<file path="config.mk">
export PLATFORM = sky130hd
export DESIGN_NAME = inst_encoder_flat
export DESIGN_NICKNAME = d
export VERILOG_FILES = /design/src/rtl/inst_encoder_if.sv /design/src/rtl/inst_encoder.sv /design/src/flat_wrapper.sv
export SDC_FILE = /design/constraint.sdc
export NUM_CORES = 1
export LEC_CHECK = 0
export CAP_MARGIN = 20
export CORE_MARGIN = 2
export CORE_UTILIZATION = 29
export DETAILED_ROUTE_END_ITERATION = 7
export DONT_BUFFER_PORTS = 1
export PLACE_DENSITY = 0.55
export SKIP_LAST_GASP = 1
export SYNTH_ARGS = -nofsm -noshare
export SYNTH_HDL_FRONTEND = slang
export SYNTH_SLANG_ARGS = --single-unit
</file>
<file path="constraint.sdc">
create_clock -name clk -period 2.2 [get_ports clk]
set_input_delay 0.44 -clock clk [delete_from_list [all_inputs] [get_ports clk]]
set_output_delay 0.44 -clock clk [all_outputs]
set_load 0.005 [all_outputs]
</file>
<file path="src/rtl/inst_encoder_if.sv">
// Field-bundle input and encoded-word output handshakes of the RV32I instruction encoder.
interface inst_encoder_if;
  // Producer side: instruction field bundle
  logic        in_valid;
  logic        in_ready;
  logic [2:0]  in_kind;
  logic [3:0]  in_funct;
  logic [4:0]  in_rd;
  logic [4:0]  in_rs1;
  logic [4:0]  in_rs2;
  logic [20:0] in_imm;
  // Consumer side: FIFO head
  logic        out_valid;
  logic        out_ready;
  logic [31:0] out_inst;
  logic        out_err;

  // Program generator / loader and instruction-memory side
  modport master (
    output in_valid, in_kind, in_funct, in_rd, in_rs1, in_rs2, in_imm, out_ready,
    input  in_ready, out_valid, out_inst, out_err
  );

  // Encoder side
  modport slave (
    input  in_valid, in_kind, in_funct, in_rd, in_rs1, in_rs2, in_imm, out_ready,
    output in_ready, out_valid, out_inst, out_err
  );
endinterface

</file>
<file path="src/rtl/inst_encoder.sv">
// Streaming RV32I instruction encoder: packs field bundles into 32-bit words,
// replaces out-of-range requests with a flagged NOP, and queues results in a
// 2-entry FIFO with accept/illegal statistics counters.
module inst_encoder #(
  parameter int unsigned CNT_W = 16
) (
  input  logic             clk,
  input  logic             rst_n,
  inst_encoder_if.slave    bus,
  output logic [CNT_W-1:0] inst_count,
  output logic [CNT_W-1:0] err_count
);

  localparam int unsigned INST_W  = 32;
  localparam int unsigned ENTRY_W = INST_W + 1;
  localparam int unsigned OCC_W   = 2;

  localparam logic [INST_W-1:0] NOP_INST = 32'h0000_0013;
  localparam logic [6:0] OP_R    = 7'b0110011;
  localparam logic [6:0] OP_IALU = 7'b0010011;
  localparam logic [6:0] OP_LOAD = 7'b0000011;
  localparam logic [6:0] OP_STOR = 7'b0100011;
  localparam logic [6:0] OP_BR   = 7'b1100011;
  localparam logic [6:0] OP_JAL  = 7'b1101111;
  localparam logic [6:0] OP_JALR = 7'b1100111;

  typedef enum logic [2:0] {
    K_R    = 3'd0,
    K_IALU = 3'd1,
    K_LW   = 3'd2,
    K_SW   = 3'd3,
    K_BEQ  = 3'd4,
    K_JAL  = 3'd5,
    K_JALR = 3'd6,
    K_RSVD = 3'd7
  } kind_e;

  logic [ENTRY_W-1:0] mem_q [2];
  logic [ENTRY_W-1:0] mem_d [2];
  logic               wr_ptr_q, wr_ptr_d;
  logic               rd_ptr_q, rd_ptr_d;
  logic [OCC_W-1:0]   occ_q, occ_d;
  logic               in_ready_q, in_ready_d;
  logic               out_valid_q, out_valid_d;
  logic [CNT_W-1:0]   inst_cnt_q, inst_cnt_d;
  logic [CNT_W-1:0]   err_cnt_q, err_cnt_d;

  logic [INST_W-1:0]  raw_c;
  logic [INST_W-1:0]  enc_c;
  logic               legal_c;
  logic               imm12_ok_c;
  logic               imm13_ok_c;
  logic               push_c;
  logic               pop_c;

  assign push_c = bus.in_valid & in_ready_q;
  assign pop_c  = out_valid_q & bus.out_ready;

  assign bus.in_ready  = in_ready_q;
  assign bus.out_valid = out_valid_q;
  assign bus.out_inst  = mem_q[rd_ptr_q][INST_W-1:0];
  assign bus.out_err   = mem_q[rd_ptr_q][INST_W];
  assign inst_count    = inst_cnt_q;
  assign err_count     = err_cnt_q;

  // Field packing and immediate legality; illegal requests become a NOP
  always_comb begin
    raw_c      = NOP_INST;
    legal_c    = 1'b0;
    // 12-bit signed range: bits above 11 are pure sign extension
    imm12_ok_c = (bus.in_imm[20:11] == {10{bus.in_imm[11]}});
    // 13-bit signed range for branches, evenness checked separately
    imm13_ok_c = (bus.in_imm[20:12] == {9{bus.in_imm[12]}});
    case (kind_e'(bus.in_kind))
      K_R: begin
        raw_c   = {1'b0, bus.in_funct[3], 5'b0, bus.in_rs2, bus.in_rs1,
                   bus.in_funct[2:0], bus.in_rd, OP_R};
        legal_c = 1'b1;
      end
      K_IALU: begin
        raw_c   = {bus.in_imm[11:0], bus.in_rs1, bus.in_funct[2:0], bus.in_rd, OP_IALU};
        legal_c = imm12_ok_c;
      end
      K_LW: begin
        raw_c   = {bus.in_imm[11:0], bus.in_rs1, 3'b010, bus.in_rd, OP_LOAD};
        legal_c = imm12_ok_c;
      end
      K_SW: begin
        raw_c   = {bus.in_imm[11:5], bus.in_rs2, bus.in_rs1, 3'b010,
                   bus.in_imm[4:0], OP_STOR};
        legal_c = imm12_ok_c;
      end
      K_BEQ: begin
        raw_c   = {bus.in_imm[12], bus.in_imm[10:5], bus.in_rs2, bus.in_rs1, 3'b000,
                   bus.in_imm[4:1], bus.in_imm[11], OP_BR};
        legal_c = imm13_ok_c & ~bus.in_imm[0];
      end
      K_JAL: begin
        raw_c   = {bus.in_imm[20], bus.in_imm[10:1], bus.in_imm[11],
                   bus.in_imm[19:12], bus.in_rd, OP_JAL};
        legal_c = ~bus.in_imm[0];
      end
      K_JALR: begin
        raw_c   = {bus.in_imm[11:0], bus.in_rs1, 3'b000, bus.in_rd, OP_JALR};
        legal_c = imm12_ok_c;
      end
      default: begin
        raw_c   = NOP_INST;
        legal_c = 1'b0;
      end
    endcase
    enc_c = legal_c ? raw_c : NOP_INST;
  end

  // FIFO pointer/occupancy/storage and counter next-state
  always_comb begin
    mem_d       = mem_q;
    wr_ptr_d    = wr_ptr_q;
    rd_ptr_d    = rd_ptr_q;
    occ_d       = occ_q;
    inst_cnt_d  = inst_cnt_q;
    err_cnt_d   = err_cnt_q;
    if (push_c) begin
      mem_d[wr_ptr_q] = {~legal_c, enc_c};
      wr_ptr_d        = ~wr_ptr_q;
      inst_cnt_d      = inst_cnt_q + CNT_W'(1);
      if (!legal_c) begin
        err_cnt_d = err_cnt_q + CNT_W'(1);
      end
    end
    if (pop_c) begin
      rd_ptr_d = ~rd_ptr_q;
    end
    case ({push_c, pop_c})
      2'b10:   occ_d = occ_q + OCC_W'(1);
      2'b01:   occ_d = occ_q - OCC_W'(1);
      default: occ_d = occ_q;
    endcase
    // Handshake flags are registered copies of the next occupancy
    in_ready_d  = (occ_d != OCC_W'(2));
    out_valid_d = (occ_d != OCC_W'(0));
  end

  // State registers; reset discards queued words and clears statistics
  always_ff @(posedge clk or negedge rst_n) begin
    if (!rst_n) begin
      mem_q       <= '{default: '0};
      wr_ptr_q    <= 1'b0;
      rd_ptr_q    <= 1'b0;
      occ_q       <= '0;
      in_ready_q  <= 1'b1;
      out_valid_q <= 1'b0;
      inst_cnt_q  <= '0;
      err_cnt_q   <= '0;
    end else begin
      mem_q       <= mem_d;
      wr_ptr_q    <= wr_ptr_d;
      rd_ptr_q    <= rd_ptr_d;
      occ_q       <= occ_d;
      in_ready_q  <= in_ready_d;
      out_valid_q <= out_valid_d;
      inst_cnt_q  <= inst_cnt_d;
      err_cnt_q   <= err_cnt_d;
    end
  end

endmodule

</file>
<file path="src/flat_wrapper.sv">
// flat-port wrapper written by rule: the top's interface ports become plain ports
module inst_encoder_flat 
#(
  parameter int unsigned CNT_W = 16
)
  (clk, rst_n, inst_count, err_count, bus_in_valid, bus_in_kind, bus_in_funct, bus_in_rd, bus_in_rs1, bus_in_rs2, bus_in_imm, bus_out_ready, bus_in_ready, bus_out_valid, bus_out_inst, bus_out_err);
  inst_encoder_if bus_i ();
  input  logic clk;
  input  logic rst_n;
  output logic [CNT_W-1:0] inst_count;
  output logic [CNT_W-1:0] err_count;
  input wire logic [$bits(bus_i.in_valid)-1:0] bus_in_valid;
  input wire logic [$bits(bus_i.in_kind)-1:0] bus_in_kind;
  input wire logic [$bits(bus_i.in_funct)-1:0] bus_in_funct;
  input wire logic [$bits(bus_i.in_rd)-1:0] bus_in_rd;
  input wire logic [$bits(bus_i.in_rs1)-1:0] bus_in_rs1;
  input wire logic [$bits(bus_i.in_rs2)-1:0] bus_in_rs2;
  input wire logic [$bits(bus_i.in_imm)-1:0] bus_in_imm;
  input wire logic [$bits(bus_i.out_ready)-1:0] bus_out_ready;
  output wire logic [$bits(bus_i.in_ready)-1:0] bus_in_ready;
  output wire logic [$bits(bus_i.out_valid)-1:0] bus_out_valid;
  output wire logic [$bits(bus_i.out_inst)-1:0] bus_out_inst;
  output wire logic [$bits(bus_i.out_err)-1:0] bus_out_err;
  assign bus_i.in_valid = bus_in_valid;
  assign bus_i.in_kind = bus_in_kind;
  assign bus_i.in_funct = bus_in_funct;
  assign bus_i.in_rd = bus_in_rd;
  assign bus_i.in_rs1 = bus_in_rs1;
  assign bus_i.in_rs2 = bus_in_rs2;
  assign bus_i.in_imm = bus_in_imm;
  assign bus_i.out_ready = bus_out_ready;
  assign bus_in_ready = bus_i.in_ready;
  assign bus_out_valid = bus_i.out_valid;
  assign bus_out_inst = bus_i.out_inst;
  assign bus_out_err = bus_i.out_err;
  inst_encoder #(.CNT_W(CNT_W)) u_core (.clk(clk), .rst_n(rst_n), .bus(bus_i), .inst_count(inst_count), .err_count(err_count));
endmodule
</file>
* Yosys cells after proc, flatten, opt, wreduce, memory -nomap -nowiden
Index checks and enable logic that the tools add are counted.
Widths: inputs -> output; s select.
** Storage, ports and cells
- Register bits after elaboration :: 104
- Input port bits :: 47
- Output and inout bits :: 67
- Word-level logic and storage cells :: 51
** Cells by class
- Add/subtract/negate cells :: 4
- Order comparisons :: 3
- Equal/unequal tests :: 11
- Muxes and demuxes :: 10
- Bitwise gates (word level) :: 9
- Reductions and logical operators :: 5
** Operators with widths (count)
- $pmux 32 s7 :: 1
- $mux 33 :: 4
- $bwmux 66 :: 1
- $demux 33 s1 :: 1
- $add 16x1->16 const B :: 2
- $mux 32 :: 1
- $eq 3x3->1 const B :: 3
- $eq 9x9->1 :: 1
- $eq 8x8->1 :: 1
- $eq 3x2->1 const B :: 2
- $ge 2x2->1 const B :: 2
- $not 1->1 :: 4
- $not 1->2 :: 2
- $pmux 1 s4 :: 1
- $pmux 2 s2 :: 1
- $reduce_or 4->1 :: 1
- $and 1x1->1 :: 3
- $eq 3x1->1 const B :: 1
- $logic_not 3->1 :: 1
- $add 2x1->2 const B :: 1
- $eq 2x1->1 const B :: 1
- $eq 2x2->1 const B :: 1
- $lt 2x1->1 const B :: 1
- $ne 2x2->1 const B :: 1
- other kinds (4) :: 4

* Depth between registers and ports, before layout
- Depth after elaboration :: 6
- Mapped depth :: 8
- Depth with buffers taken out :: 7

* Worst setup path after synthesis
No wires, ideal clock.
- Path kind :: in2reg
- From :: input port bus_in_kind[0]
- To :: register u_core.err_cnt_q[1], in the netlist u_core.err_count[1]
- Setup time :: 125 ps
- Data arrival time :: 1787 ps
- Data required time :: 2075 ps
- Setup slack :: 289 ps
- Stages on the path :: 6
- Buffers on the path :: 1
- Cells stage by stage :: buf_4 and3b_1 a211oi_2 o22ai_4 nor3_1 mux2_2
** On the way
- Longest elaborated chain between the ends :: 5
- Elaborated cells between the ends (all ways) :: 11
- Those cells by class :: eq/ne (6); mux (1); bitwise (1); reduce/logical (3)
** Ends and longest elaborated chain
- start: declaration :: line flat_wrapper.sv:13 : input wire logic [$bits(bus_i.in_kind)-1:0] bus_in_kind;
- $eq 3x1->1 (tied with other cells) :: line inst_encoder.sv:74 : case (kind_e'(bus.in_kind))
- $reduce_or 4->1 (no source line)
- $pmux 1 s4 (*) :: line inst_encoder.sv:74
- $not 1->1 (*)
- $reduce_and 2->1 (no source line) (*)
- end signal: assignment :: line inst_encoder.sv:163 : err_cnt_q <= err_cnt_d;
- end: declaration :: line inst_encoder.sv:46 : logic [CNT_W-1:0] err_cnt_q, err_cnt_d;
Mark *: on every way between the ends. The rest lies on a longest branch, timed or not.
A chain may end at the register's enable or synchronous reset.

* Final worst setup path
- From :: register u_core.in_ready_q, in the netlist u_core.bus.in_ready
- To :: register u_core.out_valid_q, in the netlist u_core.bus.out_valid
** On the way
- Longest elaborated chain between the ends :: 4
- Elaborated cells between the ends (all ways) :: 5
- Those cells by class :: eq/ne (2); mux (1); bitwise (1); reduce/logical (1)
** Ends and longest elaborated chain
- start: declaration :: line inst_encoder.sv:43 : logic in_ready_q, in_ready_d;
- start signal: assignment :: line inst_encoder.sv:160 : in_ready_q <= in_ready_d;
- $and 1x1->1 (*) :: line inst_encoder.sv:56 : assign push_c = bus.in_valid & in_ready_q;
- $eq 2x1->1 / $eq 2x2->1 (equally long branches) :: line inst_encoder.sv:134 : case ({push_c, pop_c})
- $pmux 2 s2 (*) :: line inst_encoder.sv:134
- net u_core.occ_d[1] :: line inst_encoder.sv:42 : logic [OCC_W-1:0] occ_q, occ_d;
- $reduce_bool 2->1 (*) :: line inst_encoder.sv:141 : out_valid_d = (occ_d != OCC_W'(0));
- net u_core.out_valid_d :: line inst_encoder.sv:44 : logic out_valid_q, out_valid_d;
- end signal: assignment :: line inst_encoder.sv:161 : out_valid_q <= out_valid_d;
- end: declaration :: line inst_encoder.sv:44
Mark *: on every way through the listed nets, which the timed path passes. The rest lies on a longest branch.

==> metrics.csv <==
stage,metric,value,unit
power_and_ir_drop,power,5.92,mW
critical_path,critPathCaptureType,register,
global_route,grt_pass1_wl,21500,um
timing,tightest_slew,624,ps
finish,nFillCells,1833,
cts,cts_tree,yes,
synth,syn_area_per_cell,9.83,um2
critical_path,path_cells,"and2_1, inv_1, ha_1, nor2_1, xor2_1, nand2b_1",
outcome,violations,hold timing,
power_and_ir_drop,seqPwrFrac,45.6,%
route,wire_per_inst,17.9,um
critical_path,rr_worst_depth,6,
global_route,grtUsageTotal,13.9,%
synth,synth-warning-count,0,
placement,place.detailed.hpwl,9450,um
synth,synth_area_leaders,"dfrtp_1 (48%), mux2_2 (7.9%), nand2_1 (6.3%)",
cts,cts_resized,0,
global_route,grt_antenna_before_repair,0,
worst_hold_path,hold_path_class,in -> async,
power_and_ir_drop,power_frac_clock,28.7,%
global_route,busiest_layer,met2,
route,wirelength,13500,um
timing,hold_violations,102,
route,drc,0,
critical_path,cp_num_buf_inv,1,
placement,gp_congestion,0.800,
cts,path_clk_slew,70,ps
synth,synthArstFlopShare,100,%
power_and_ir_drop,vdd_drop_max,0.000419,V
global_route,met1_usage,18.3,%
synth,syn_nets,587,
die,core,17900,um2
timing,finalCritPeriodShare,88.9,%
global_route,grt_max_degree,103,
die,rows,49,
cts,cts.sinks,102,
finish,n_antenna_cell,0,
timing,final_max_slew_viol_count,0,
timing,fin_crit,1960,ps
critical_path,crit_type,reg -> reg,
cts,cts_buffers,9,
timing,timing.slew.headroom,58.4,%
timing,fin_setup_tns,0,ps
route,first_pass_iters,4,
run,drv_cap,0,
critical_path,crit_end,u_core.bus.out_valid,
synth,yosysTopAreaCell,dfrtp_1,
power_and_ir_drop,cellLeakagePower,2.46,nW
critical_path,crit_slowest_cell,dfstp_2,
timing,fmax,511,MHz
finish,finalNetCount,569,
die,fp.dieH,139,um
route,drtAntennaViolNets,0,
global_route,grt_overflow,0,
power_and_ir_drop,p_sw_share,32.9,%
global_route,grt_use_met2,22.4,%
route,viasPerCell,5.21,
synth,synth_top_area_share,47.9,%
cts,clk-insertion-delay-late,350,ps
synth,synth_edf_count,0,
critical_path,cp_top_family,simple AND/OR/NAND/NOR gates,
critical_path,r2r-end,u_core.bus.out_valid,
timing,rsz0062_at_grt,false,
finish,final_common_cell,dfrtp_1,
critical_path,critPathMaxStageDelay,570,ps
power_and_ir_drop,internal_power,3.97,mW
synth,netlist_instances,537,
die,start_util,29.5,%
critical_path,r2r_start,u_core.bus.in_ready,
global_route,grt_use_met3,4.11,%
cts,root_buffer,clkbuf_16,
global_route,grt_pass1_vias,3782,
die,num_io_pins,114,
placement,io_buffers,0,
cts,h-tree-depth,3,
finish,final_cell_mix,"dfrtp_1 (101), nand2_1 (88), o21ai_0 (53)",
critical_path,reg2reg_slack,240,ps
critical_path,critPathRequiredTime,2480,ps
outcome,status,finished with violations,
synth,synthesis.area,5280,um2
synth,ys_ff_latch,102,
synth,synth_cell_type_count,49,
critical_path,crit_fanout,7,
cts,postCtsSetupRepairBufs,0,
synth,synthFlopType,dfrtp_1,
power_and_ir_drop,pwr-share-comb,25.7,%
route,vias,3922,
critical_path,startpoint,u_core.bus.in_ready,
timing,clock_skew,10.3,ps
cts,clk_path_buf_depth,2,
die,dieWidth,139,um
die,dieArea,19300,um2
synth,ys_seq_area_share,48.4,%
power_and_ir_drop,p_sw,1.95,mW
critical_path,start_kind,register,
timing,setup_viol,0,
power_and_ir_drop,p_per_area,1010,nW/um2
route,drt-initial-drc-count,185,
finish,syn_to_final_growth,10.7,%
finish,drive_gt1_share,15.6,%
timing,holdWs,-217,ps
critical_path,worst_ep_arrival_time,2240,ps
critical_path,path_depth,6,
-- metrics by stage --
step                      utilization, %  setup slack, ps  std cells  cell area (um2)
after floorplan                        -              289        537             5280
after global placement              30.9              240        737             5530
after detailed placement            30.9              194        737             5530
after CTS                           32.7              207        753             5850
after global routing                32.7             78.5        753             5850
final                               32.7              244        753             5850
-- synthesized netlist by cell type, types with 3 or more instances --
library cell / n
a211oi_1: 4
a21oi_1: 19
a22oi_1: 7
and3_1: 4
and4_1: 3
buf_2: 7
buf_4: 5
clkbuf_1: 25
dfrtp_1: 101
ha_1: 3
inv_1: 4
mux2_2: 37
nand2_1: 89
nand2b_1: 9
nand3_1: 19
nand4_1: 12
nor2_1: 9
nor2b_1: 11
nor3_1: 9
nor3b_1: 6
nor4_1: 4
nor4_2: 5
o211ai_1: 6
o21ai_0: 53
o21ai_1: 3
o22ai_1: 5
o31ai_1: 14
o41ai_1: 4
or2_2: 3
xnor2_1: 12
xor2_1: 22
-- logic make-up after synthesis --
| logic type | Yosys count | share of synthesized area, % |
|---|---|---|
| flops | 102 | 48.4 |
| xor+xnor | 34 | 5.64 |
| compound gates | 124 | 14.8 |
| simple gates | 191 | 18.5 |
| fa+ha+maj | 3 | 0.711 |
| buf+inv | 45 | 4.00 |
| mux | 38 | 8.08 |
-- worst min path at each step --
stage                from              endpoint  slack, ps
finish              rst_n      u_core.mem_q[15]       -220
global route        rst_n      u_core.mem_q[48]       -230
CTS                 rst_n      u_core.mem_q[48]       -230
detailed placement  rst_n      u_core.mem_q[49]        150
global placement    rst_n      u_core.mem_q[18]        150
floorplan           rst_n  u_core.bus.out_valid        140
-- final cells by class --
class / count / area, um2 / area share [%]
inverters: 4 / 15.0 / 0.257
multi-input cells: 390 / 2520 / 43.1
flip-flops and latches: 102 / 2550 / 43.7
clock inverters: 4 / 51.3 / 0.877
repair buffers: 12 / 153 / 2.61
clock buffers: 12 / 267 / 4.56
well taps: 229 / 287 / 4.90
-- metal layers --
metal / wire length [um] / part of all wire, %
met2: 6500 / 48
met3: 694 / 5.1
met1: 6190 / 46
met5: 0 / 0
met4: 131 / 0.97
-- state kept, by name, indices dropped and copies added, names as in the netlist --
register	count
u_core.err_count	16
u_core.inst_count	16
u_core.bus.out_valid	1
u_core.mem_q	64
u_core.bus.in_ready	1
u_core.rd_ptr_q	1
u_core.occ_q	2
u_core.wr_ptr_q	1
-- power by group through the flow --
stage / registers [mW] / clock network [mW] / logic [mW]
3_5_place_dp: 2.74 / 0 / 1.56
3_3_place_gp: 2.72 / 0 / 1.53
6_report: 2.70 / 1.70 / 1.52
4_1_cts: 2.71 / 1.75 / 1.57
2_1_floorplan: 2.61 / 0 / 1.18
5_1_grt: 2.77 / 1.82 / 1.71
(Power assumes the default switching activity.)
